**config.mk**
```make
export PLATFORM = sky130hd
export DESIGN_NAME = mem_stage
export DESIGN_NICKNAME = d
export VERILOG_FILES = /design/src/rtl/lc3b_types.sv /design/src/rtl/mem_align.sv /design/src/rtl/mem_stage.sv
export SDC_FILE = /design/constraint.sdc
export NUM_CORES = 1
export LEC_CHECK = 0
export CAP_MARGIN = 10
export CORE_ASPECT_RATIO = 0.5
export CORE_MARGIN = 3
export CORE_UTILIZATION = 35
export CTS_CLUSTER_SIZE = 25
export DETAILED_ROUTE_END_ITERATION = 7
export GPL_ROUTABILITY_DRIVEN = 1
export GPL_TIMING_DRIVEN = 1
export PLACE_DENSITY = 0.83
export SLEW_MARGIN = 20
export SYNTH_ARGS = -nofsm -noshare
export SYNTH_HDL_FRONTEND = slang
export SYNTH_SLANG_ARGS = --single-unit
```
**constraint.sdc**
```tcl
create_clock -name clk -period 1.8 [get_ports clk]
set_clock_uncertainty 0.1 [all_clocks]
set_input_delay 0.27 -clock clk [delete_from_list [all_inputs] [get_ports clk]]
set_output_delay 0.27 -clock clk [all_outputs]
set_load 0.02 [all_outputs]
```
**src/rtl/lc3b_types.sv**
```systemverilog
// Shared LC-3b pipeline types: opcodes, inter-stage bundles and the
// memory-stage sequencing states.
package lc3b_types;

   typedef logic [15:0] lc3b_word;
   typedef logic [2:0]  lc3b_reg;

   typedef enum logic [3:0] {
      op_br   = 4'b0000,
      op_add  = 4'b0001,
      op_ldb  = 4'b0010,
      op_stb  = 4'b0011,
      op_jsr  = 4'b0100,
      op_and  = 4'b0101,
      op_ldr  = 4'b0110,
      op_str  = 4'b0111,
      op_rti  = 4'b1000,
      op_not  = 4'b1001,
      op_ldi  = 4'b1010,
      op_sti  = 4'b1011,
      op_jmp  = 4'b1100,
      op_shf  = 4'b1101,
      op_lea  = 4'b1110,
      op_trap = 4'b1111
   } lc3b_opcode;

   typedef struct packed {
      logic       load_regfile;
      logic       load_cc;
      logic       pc_load;
      logic [1:0] regfile_sel;
   } lc3b_control_word;

   typedef struct packed {
      lc3b_word         intr;
      lc3b_word         pc_out;
      lc3b_word         alu_out;
      lc3b_word         src_data;
      lc3b_reg          destreg;
      lc3b_control_word control_signals;
   } EX_MEM;

   typedef struct packed {
      lc3b_word         intr;
      lc3b_word         pc_out;
      lc3b_word         alu_out;
      lc3b_word         mem_data;
      lc3b_reg          destreg;
      lc3b_control_word control_signals;
   } MEM_WB;

   typedef enum logic {FIRST, SECOND} mem_state_t;

   // A bubble is BR with nzp=000 and no side effects: all-zero bundle.
   localparam EX_MEM BUBBLE_EX_MEM = '0;
   localparam MEM_WB BUBBLE_MEM_WB = '0;

   function automatic lc3b_opcode get_opcode(input lc3b_word intr);
      return lc3b_opcode'(intr[15:12]);
   endfunction

endpackage

```
**src/rtl/mem_align.sv**
```systemverilog
// Byte-lane handling for data memory: load byte select/sign-extend and
// store byte replication with per-lane enables.
module mem_align
   import lc3b_types::*;
(
   input  lc3b_word   rdata,
   input  logic       byte_sel,
   input  logic       is_byte,
   input  lc3b_word   src_data,
   output lc3b_word   load_byte,
   output lc3b_word   store_wdata,
   output logic [1:0] store_be
);

   logic [7:0] sel_byte;

   assign sel_byte  = byte_sel ? rdata[15:8] : rdata[7:0];
   assign load_byte = {{8{sel_byte[7]}}, sel_byte};

   // Lane gi is the low byte for gi=0, high byte for gi=1.
   generate
      for (genvar gi = 0; gi < 2; gi++) begin : g_lane
         assign store_wdata[gi*8 +: 8] = is_byte ? src_data[7:0] : src_data[gi*8 +: 8];
         assign store_be[gi]           = is_byte ? (byte_sel == 1'(gi)) : 1'b1;
      end
   endgenerate

endmodule

```
**src/rtl/mem_stage.sv**
```systemverilog
// LC-3b MEM stage: sequences data-cache accesses (including two-access
// LDI/STI), stalls upstream while busy and registers the MEM/WB bundle.
module mem_stage
   import lc3b_types::*;
(
   input  logic       clk,
   input  logic       reset,
   input  EX_MEM      ex_mem,
   input  logic       flush,
   input  logic       dmem_resp,
   input  lc3b_word   dmem_rdata,
   output lc3b_word   dmem_address,
   output logic       dmem_read,
   output logic       dmem_write,
   output lc3b_word   dmem_wdata,
   output logic [1:0] dmem_byte_enable,
   output logic       stall_out,
   output MEM_WB      mem_wb
);

   lc3b_opcode opcode;
   logic       is_mem, is_indirect, is_store, is_byte, is_trap;
   logic       gate_req, squashing, done;

   mem_state_t mem_state_reg, mem_state_next;
   lc3b_word   ptr_reg, ptr_next;
   logic       squash_reg, squash_next;
   logic       req_active_reg, req_active_next;
   MEM_WB      mem_wb_reg, mem_wb_next;

   lc3b_word   load_byte, store_wdata, mem_data;
   logic [1:0] store_be;

   assign opcode      = get_opcode(ex_mem.intr);
   assign is_indirect = (opcode == op_ldi) || (opcode == op_sti);
   assign is_store    = (opcode == op_str) || (opcode == op_stb) || (opcode == op_sti);
   assign is_byte     = (opcode == op_ldb) || (opcode == op_stb);
   assign is_trap     = (opcode == op_trap);
   assign is_mem      = is_indirect || is_store || is_byte || is_trap || (opcode == op_ldr);

   // A flush only suppresses a request the cache has not yet seen.
   assign gate_req  = flush & ~req_active_reg;
   assign squashing = flush | squash_reg;

   mem_align u_align (
      .rdata       (dmem_rdata),
      .byte_sel    (ex_mem.alu_out[0]),
      .is_byte     (is_byte),
      .src_data    (ex_mem.src_data),
      .load_byte   (load_byte),
      .store_wdata (store_wdata),
      .store_be    (store_be)
   );

   // Request generation is kept free of dmem_resp to avoid a loop through the cache.
   always_comb begin
      dmem_address     = '0;
      dmem_read        = 1'b0;
      dmem_write       = 1'b0;
      dmem_wdata       = '0;
      dmem_byte_enable = 2'b00;
      if (!reset) begin
         case (mem_state_reg)
            FIRST: begin
               if (is_mem && !gate_req) begin
                  dmem_address = is_trap ? {7'b0, ex_mem.intr[7:0], 1'b0}
                                         : (ex_mem.alu_out & 16'hFFFE);
                  if (is_store && !is_indirect) begin
                     dmem_write       = 1'b1;
                     dmem_wdata       = store_wdata;
                     dmem_byte_enable = store_be;
                  end else begin
                     dmem_read = 1'b1;
                  end
               end
            end
            SECOND: begin
               dmem_address = ptr_reg & 16'hFFFE;
               if (opcode == op_sti) begin
                  dmem_write       = 1'b1;
                  dmem_wdata       = store_wdata;
                  dmem_byte_enable = store_be;
               end else begin
                  dmem_read = 1'b1;
               end
            end
            default: ;
         endcase
      end
   end

   always_comb begin
      mem_state_next  = mem_state_reg;
      ptr_next        = ptr_reg;
      req_active_next = 1'b0;
      done            = 1'b0;
      case (mem_state_reg)
         FIRST: begin
            if (!is_mem || gate_req) begin
               done = 1'b1;
            end else if (dmem_resp) begin
               if (is_indirect && !squashing) begin
                  mem_state_next = SECOND;
                  ptr_next       = dmem_rdata;
               end else begin
                  done = 1'b1;
               end
            end else begin
               req_active_next = 1'b1;
            end
         end
         SECOND: begin
            if (dmem_resp) begin
               done           = 1'b1;
               mem_state_next = FIRST;
            end
         end
         default: mem_state_next = FIRST;
      endcase

      squash_next = done ? 1'b0 : squashing;
      stall_out   = ~done & ~reset;

      case (opcode)
         op_ldb:                  mem_data = load_byte;
         op_ldr, op_ldi, op_trap: mem_data = dmem_rdata;
         default:                 mem_data = ex_mem.alu_out;
      endcase

      mem_wb_next = BUBBLE_MEM_WB;
      if (done && !squashing) begin
         mem_wb_next.intr            = ex_mem.intr;
         mem_wb_next.pc_out          = ex_mem.pc_out;
         mem_wb_next.alu_out         = ex_mem.alu_out;
         mem_wb_next.mem_data        = mem_data;
         mem_wb_next.destreg         = ex_mem.destreg;
         mem_wb_next.control_signals = ex_mem.control_signals;
      end
   end

   always_ff @(posedge clk) begin
      if (reset) begin
         mem_state_reg  <= FIRST;
         ptr_reg        <= '0;
         squash_reg     <= 1'b0;
         req_active_reg <= 1'b0;
         mem_wb_reg     <= BUBBLE_MEM_WB;
      end else begin
         mem_state_reg  <= mem_state_next;
         ptr_reg        <= ptr_next;
         squash_reg     <= squash_next;
         req_active_reg <= req_active_next;
         mem_wb_reg     <= mem_wb_next;
      end
   end

   assign mem_wb = mem_wb_reg;

endmodule

```
==> results of run 1 <==
-- layer usage --
| metal | global-route usage | share of wire | up-vias |
|---|---|---|---|
| met5 | 0 | 0 | - |
| li1 | - | - | 2040 |
| met2 | 0.471 | 0.48 | 370 |
| met4 | 0.116 | 0.060 | 0 |
| met3 | 0.0517 | 0.086 | 122 |
| met1 | 0.335 | 0.38 | 2341 |
-- tightest hold or removal path: stages --
cell	delay, ns
clkdlybuf4s50_1	0.39
inv_1	0.05
nor3_1	0.04
-- cell usage after synthesis (all sizes together) (8+ instances only) --
library cell   n  area (um^2)
a21oi         19         95.1
a221oi         9         78.8
and3           8         50.1
buf           14         90.1
clkbuf        18         67.6
dfxtp         90         1800
inv           59          221
mux2i         16          160
nand2         28          105
nand2b        33          206
nor2          20         75.1
nor3          77          402
o21ai          9         45.0
-- area by class of cell --
type,instances,area (um^2),share of cell area
Clock buffer,10,239,0.0320
Clock inverter,6,40.0,0.00537
Inverter,59,225,0.0302
Multi-Input combinational cell,260,2010,0.269
Sequential cell,90,1800,0.242
Tap cell,140,175,0.0235
Timing Repair Buffer,299,2970,0.398
-- cell families after synthesis --
group | after synthesis | synth area share
muxes | 16 | 0.0426
DFF | 90 | 0.479
and+or+nand+nor | 182 | 0.254
other | 1 | 0.000998
AOI/OAI and AO/OA | 61 | 0.122
buffers and inverters | 91 | 0.101
-- repair_timing --
| action | 4_1_cts | 5_1_grt |
|---|---|---|
| gates cloned | 5 | 1 |
| endpoints found under the hold margin | 0 | 0 |
| buffers inserted | 16 | 7 |
| pin swaps | 26 | 17 |
| resized for setup | 274 | 48 |
| endpoints found under the setup margin | 124 | 123 |
-- report_power, final --
group          internal [mW]  leakage [nW]  switching, mW
sequential              2.06         0.736         0.0239
combinational          0.613          2.25          0.593
clock                  0.976         0.139          0.853
-- final timing paths --
check / end / startpoint / slack [ns]
worst max-delay path: dmem_wdata[5] / mem_state_reg / -0.38
worst min register to register: ptr_reg[12] / ptr_reg[12] / 0.39
worst max register to register: mem_wb[17] / mem_state_reg / -0.20
worst min-delay path: mem_wb[2] / ex_mem[2] / 0.35
-- layout by cell type, fill, tap and decap left out, types with 3 or more instances in the layout --
cell type | netlist | layout
buf_12 | 0 | 8
nor2_2 | 0 | 5
buf_4 | 2 | 85
buf_6 | 1 | 39
a21oi_1 | 19 | 4
clkdlybuf4s50_1 | 0 | 158
nor2_1 | 20 | 15
clkinv_2 | 0 | 3
mux2i_1 | 16 | 14
inv_1 | 59 | 56
nor3_1 | 75 | 72
and3_4 | 0 | 4
dfxtp_1 | 90 | 88
a22oi_2 | 0 | 7
and3_1 | 8 | 4
a21oi_2 | 0 | 7
a21oi_4 | 0 | 8
a221oi_2 | 0 | 7
o21ai_4 | 0 | 7
a222oi_1 | 6 | 6
a211oi_2 | 0 | 3
nor3_2 | 1 | 3
nand2_1 | 28 | 27
nand2b_1 | 33 | 31
clkbuf_16 | 0 | 11
==> metrics, run 1 <==
die area 12100 um^2; CTS buffer count 9; worst hold slack 0.354 ns; failing checks setup timing; post-synthesis sequential area ratio 0.479; total track usage 0.272; Critical Path End Type output port; post-detail-place hpwl 10200 um; max incr delay on CP 0.34 ns; ys flop type dfxtp_1; Min-Delay Path Class in -> reg; largest net degree at the start of global routing 50; Root Buffer clkbuf_16; distinct cell type count after synthesis 40; Initial Utilization 0.363; Clk pin slew, worst setup/hold paths 0.07 ns; final setup margin -0.378 ns; syn_area_per_cell 8.52 um^2; Worst Path Required 1.43 ns; WL/cell 22.8 um; placed cells 822; worst-path cell chain nand2b_4, buf_6, o31ai_4, buf_4, and3_1, buf_6; # setup viols final 120; most used cell, CP buf_6; Hold Buf Count CTS 0; CP max-delay cell dfxtp_2; Yosys reg bits 90; CORE AREA 10300 um^2; total of max-cap violations 0; Worst Path Arrival 1.81 ns; Core Rows 26; post-layout net count 811; CP Depth 6; final slew viol count 0; number of synthesized flops with an enable pin 0; outcome finished with violations; Place WS -1.05 ns; Hold Path Cell Cnt 3; fillers 636; Remaining Overflow, GRT 0; initial antenna violation count 0; drt first pass iters 6; delay-heaviest family, CP buffers and inverters; Mapped Nets 533; Max transition margin 0.566; Least-Margin Pin Slew 0.643 ns; DRC Markers 0; H-Tree Depth 3; crit-path max FO 8; yosys warns 0; Skew-Pair Late Insertion Delay 0.34 ns; final core utilization 0.721; Final Cycle Share 1.21; I/O pin count 201; DRT antenna net count 0; CTS max path bufs 2; Design Power 5.12 mW; number of global-route vias before repair 4707; Placed Area 6560 um^2; Leakage 3.13 nW; Post-Layout Cell Count 864; WS Path Type reg -> out; Vert. Die Dim 79.3 um; min Tclk post-route 2.18 ns; Chip Width 153 um; Cells after Synth 441; first-pass GRT wire length 26000 um; number of flip-flops in the largest register 72; area grow syn2layout 98.5%; pwr dens 687 nW/um^2; final setup TNS -17.34 ns; port bufs 199; CP Launch Type register; Max IR drop VDD 0.000457 V; detailed router's first-iteration violation count 694; number of diodes 0; DRT Wirelength 19700 um; TritonCTS clock tree built; Design Area, Final 7460 um^2; Vias/cell 5.64; worst path bufs/invs 3; Num Clock Sinks 90; GP Congestion 0.905; endpoints failing hold 0; Mapped Area 3760 um^2; RSZ-0062 raised after global routing true; vias 4873; ratio of cells with drive above 1 in the final layout 0.323; fmax 459 MHz; fraction of registers with async set/reset 0; depth of the most critical reg-to-reg path 7
Power figures use the tool's default switching activity.
==> run 2: changes to the inputs <==
--- a/config.mk
+++ b/config.mk
@@ -8,12 +8,12 @@
 export CAP_MARGIN = 10
 export CORE_ASPECT_RATIO = 0.5
 export CORE_MARGIN = 3
-export CORE_UTILIZATION = 35
+export CORE_UTILIZATION = 42
 export CTS_CLUSTER_SIZE = 25
 export DETAILED_ROUTE_END_ITERATION = 7
 export GPL_ROUTABILITY_DRIVEN = 1
 export GPL_TIMING_DRIVEN = 1
-export PLACE_DENSITY = 0.83
+export PLACE_DENSITY = 0.92
 export SLEW_MARGIN = 20
 export SYNTH_ARGS = -nofsm -noshare
 export SYNTH_HDL_FRONTEND = slang
==> constraint.sdc (replaced) <==
create_clock -name clk -period 2.7 [get_ports clk]
set_clock_uncertainty 0.1 [all_clocks]
set_input_delay 0.405 -clock clk [delete_from_list [all_inputs] [get_ports clk]]
set_output_delay 0.405 -clock clk [all_outputs]
set_load 0.02 [all_outputs]
==> metrics, run 2 (synthesis gave the netlist of run 1 again) <==
outcome finished clean; delay-heaviest family, CP buffers and inverters; DRC Markers 0; endpoints failing hold 0; Min-Delay Path Class reg -> reg; number of global-route vias before repair 4007; Skew-Pair Late Insertion Delay 0.34 ns; drt first pass iters 7; worst hold slack 0.380 ns; post-detail-place hpwl 10000 um; Max IR drop VDD 0.000306 V; Comb power frac 0.188; initial antenna violation count 0; worst-path cell chain clkdlybuf4s50_1, nor2b_2, buf_4, o31ai_1, buf_4, and3_1, dlygate4sd2_1; Seq pwr share 0.438; Critical Path End Type output port; DRT antenna net count 0; Clock power frac 0.374; largest net degree at the start of global routing 73; fmax 382 MHz; vias 4173; Worst Path Arrival 2.11 ns; most frequent cells in the layout 163 x clkdlybuf4s50_1, 90 x dfxtp_1, 74 x nor3_1, 59 x inv_1, 37 x buf_4; Worst Path Required 2.19 ns; number of flip-flops in the largest register 72; TritonCTS clock tree built; RSZ-0062 raised after global routing false; WL/cell 18.2 um; placed cells 759; fillers 537; final setup margin 0.0817 ns; CP max-delay cell clkdlybuf4s50_1; ratio of cells with drive above 1 in the final layout 0.143; first-pass GRT wire length 21400 um; Leakage 2.66 nW; final slew viol count 0; Final Cycle Share 0.970; switching pwr 0.868 mW; Pint 2.31 mW; Vert. Die Dim 72.9 um; GP Congestion 0.951; commonest non-fill, non-tap cell in the layout clkdlybuf4s50_1; Design Area, Final 6210 um^2; number of diodes 0; I/O pin count 201; H-Tree Depth 3; Post-Layout Cell Count 777; crit-path max FO 8; detailed router's first-iteration violation count 390; port bufs 199; CTS buffer count 9; Chip Width 140 um; Root Buffer clkbuf_16; max incr delay on CP 0.41 ns; Max transition margin 0.471; total of max-cap violations 0; Place WS -0.334 ns; pwr dens 511 nW/um^2; CP Launch Type input pin; min Tclk post-route 2.62 ns; Placed Area 6040 um^2; WS Path Type in -> out; Clk pin slew, worst setup/hold paths 0.06 ns; CTS max path bufs 2; CORE AREA 8350 um^2; Remaining Overflow, GRT 0; # setup viols final 0; die area 10200 um^2; Vias/cell 5.37; DRT Wirelength 14100 um; most used cell, CP buf_4; area grow syn2layout 65.1%; Core Rows 23; total track usage 0.267; Num Clock Sinks 90; Least-Margin Pin Slew 0.788 ns; Initial Utilization 0.450; post-layout net count 752; final setup TNS 0 ns; switching fraction of total power 0.273; worst path bufs/invs 4
## run 2: cell count changes in the layout (fill, tap and decap cells not counted), sizes merged
cell	change
buf	-93
clkbuf	+23
dlygate4sd2	+6
clkdlybuf4s50	+5
inv	+2
bufbuf	-1
clkinv	-1
## run 2: worst paths after layout
check | slack, ns | end | depth (start not counted) | from
worst max-delay path | 0.08 | dmem_wdata[7] | 7 | flush
worst min-delay path | 0.38 | ptr_reg[13] | 2 | ptr_reg[13]
worst max register to register | 0.40 | mem_wb[17] | 5 | mem_state_reg
worst min register to register | 0.38 | ptr_reg[13] | 2 | ptr_reg[13]
## run 2: repair_timing
action	in CTS	in global routing
hold buffers	0	0
endpoints found under the setup margin	36	31
resized for setup	41	66
cloned	0	1
buffers inserted	0	1
pin swaps	0	1
## run 2: power groups by stage
stage	Clock [mW]	Sequential, mW	Combinational (mW)
2_1_floorplan	0	1.48	0.189
3_3_place_gp	0	1.42	0.575
3_5_place_dp	0	1.42	0.587
4_1_cts	1.19	1.39	0.591
5_1_grt	1.26	1.39	0.632
6_report	1.19	1.39	0.598
## run 2: layer usage
metal | part of all wire | track usage
met5 | 0 | 0
met4 | 0.043 | 0.111
met3 | 0.080 | 0.0707
met2 | 0.49 | 0.478
met1 | 0.38 | 0.309
## run 2: tightest hold or removal path: cells and delay by family (launching register included)
kind / cells / cell delay (ns)
mux: 1 / 0.06
flops: 1 / 0.31
simple gates: 1 / 0.06
## run 2: layout make-up
type | instances | area, um^2 | share of cell area
clock buffer | 9 | 225 | 0.0363
clock inverter | 7 | 53.8 | 0.00867
inverter | 59 | 221 | 0.0357
multi-input combinational | 260 | 1590 | 0.256
sequential | 90 | 1800 | 0.290
tap | 112 | 140 | 0.0226
timing repair buffer | 240 | 2170 | 0.350
## run 2: per-stage QoR
stage | power, mW | util
global route | 3.29 | 0.744
floorplan | 1.67 | -
CTS | 3.17 | 0.752
detailed placement | 2.01 | 0.724
finish | 3.17 | 0.744
global placement | 1.99 | 0.724
==> run 3: changes to the inputs <==
--- a/config.mk
+++ b/config.mk
@@ -14,7 +14,7 @@
 export GPL_ROUTABILITY_DRIVEN = 1
 export GPL_TIMING_DRIVEN = 1
 export PLACE_DENSITY = 0.92
-export SLEW_MARGIN = 20
+export SLEW_MARGIN = 30
 export SYNTH_ARGS = -nofsm -noshare
 export SYNTH_HDL_FRONTEND = slang
 export SYNTH_SLANG_ARGS = --single-unit
==> metrics, run 3 (synthesis gave the netlist of run 1 again) <==
commonest non-fill, non-tap cell in the layout clkdlybuf4s50_1; RSZ-0062 raised after global routing true; Chip Width 140 um; Placed Area 6040 um^2; Core Rows 23; final setup margin 0.0136 ns; Vert. Die Dim 72.9 um; Least-Margin Pin Slew 0.765 ns; fmax 372 MHz; DRT Wirelength 14300 um; TritonCTS clock tree built; Final Cycle Share 0.995; ratio of cells with drive above 1 in the final layout 0.140; Min-Delay Path Class reg -> reg; number of global-route vias before repair 4058; largest net degree at the start of global routing 73; number of flip-flops in the largest register 72; Initial Utilization 0.450; area grow syn2layout 65.4%; Critical Path End Type output port; crit-path max FO 15; CTS max path bufs 2; worst reg2reg setup slack 0.47 ns; drt first pass iters 6; depth of the most critical reg-to-reg path 5; initial antenna violation count 0; Place WS -0.322 ns; placed cells 759; Post-CTS Setup Inserts 0; Skew-Pair Late Insertion Delay 0.33 ns; endpoints failing hold 0; Root Buffer clkbuf_16; Worst Path Arrival 2.18 ns; DRC Markers 0; # setup viols final 0; WL/cell 18.5 um; Hold Path Cell Cnt 2; Vias/cell 5.39; final slew viol count 0; min Tclk post-route 2.69 ns; WS Path Type in -> out; number of diodes 0; Num Clock Sinks 90; first-pass GRT wire length 21700 um; CP Launch Type input pin; outcome finished clean; detailed router's first-iteration violation count 478; Clk pin slew, worst setup/hold paths 0.06 ns; Design Area, Final 6220 um^2; Design Power 3.21 mW; Post-Layout Cell Count 775; pwr dens 516 nW/um^2; port bufs 199; CTS buffer count 9; Max transition margin 0.490; total of max-cap violations 0; Remaining Overflow, GRT 0; post-layout net count 750; HP Start ptr_reg[11]; die area 10200 um^2; vias 4180; H-Tree Depth 3; I/O pin count 201; Worst Path Required 2.19 ns; WHS Endpoint ptr_reg[11]; GP Congestion 0.951; total track usage 0.271; post-detail-place hpwl 10000 um; Max IR drop VDD 0.000328 V; reg2reg start mem_state_reg; CORE AREA 8350 um^2; Reg2Reg Capture Point mem_wb[16]; Leakage 2.65 nW; most frequent cells in the layout 163 x clkdlybuf4s50_1, 90 x dfxtp_1, 74 x nor3_1, 59 x inv_1, 37 x buf_4; DRT antenna net count 0
run 3: cell type report:
type	instances	area, um^2
Inverter	59	221
Fill cell	543	2130
Clock inverter	7	67.6
Timing Repair Buffer	238	2170
Clock buffer	9	225
Multi-Input combinational cell	260	1590
Tap cell	112	140
Sequential cell	90	1800
run 3: per-stage QoR:
step	setup TNS [ns]	hold WS, ns	util
finish	0	0.380	0.745
global route	-0.0608	0.400	0.745
CTS	0	0.379	0.755
detailed placement	-7.50	0.360	0.724
global placement	-6.02	0.360	0.724
floorplan	0	0.349	-
run 3: metal layers:
| layer | GRT usage | part of all wire | wire length (um) | vias up |
|---|---|---|---|---|
| li1 | - | - | - | 1927 |
| met1 | 0.319 | 0.38 | 5490 | 1963 |
| met2 | 0.481 | 0.50 | 7080 | 231 |
| met3 | 0.0694 | 0.080 | 1140 | 59 |
| met4 | 0.116 | 0.041 | 580 | 0 |
| met5 | 0 | 0 | 0 | - |
run 3: power by group:
| part | internal (mW) | leakage, nW | switching [mW] |
|---|---|---|---|
| Clock | 0.645 | 0.140 | 0.573 |
| Combinational | 0.298 | 1.78 | 0.302 |
| Sequential | 1.38 | 0.735 | 0.0138 |
run 3: worst max-delay path by stage:
stage	startpoint	endpoint	slack, ns	cells past startpoint
after floorplan	mem_state_reg	dmem_byte_enable[0]	0.39	6
after global placement	ex_mem[68]	stall_out	-0.24	7
after detailed placement	ex_mem[71]	dmem_address[6]	-0.32	8
after CTS	ex_mem[68]	stall_out	0.006	7
after global routing	ex_mem[71]	dmem_address[6]	-0.06	8
final	ex_mem[71]	dmem_address[6]	0.01	8
run 3: repair_timing:
item,in CTS,in global routing
gates cloned,0,0
endpoints found under the setup margin,36,35
gates resized for setup,47,59
pin swaps,0,1
hold buffers,0,0
hold endpoints to repair,0,0
run 3: critical path, stage by stage:
cell and delay (ns):
clkdlybuf4s50_1 0.48, buf_4 0.20, nand4_1 0.19, buf_4 0.23, buf_4 0.14, a21oi_1 0.17
o21ai_1 0.10, clkdlybuf4s15_2 0.27
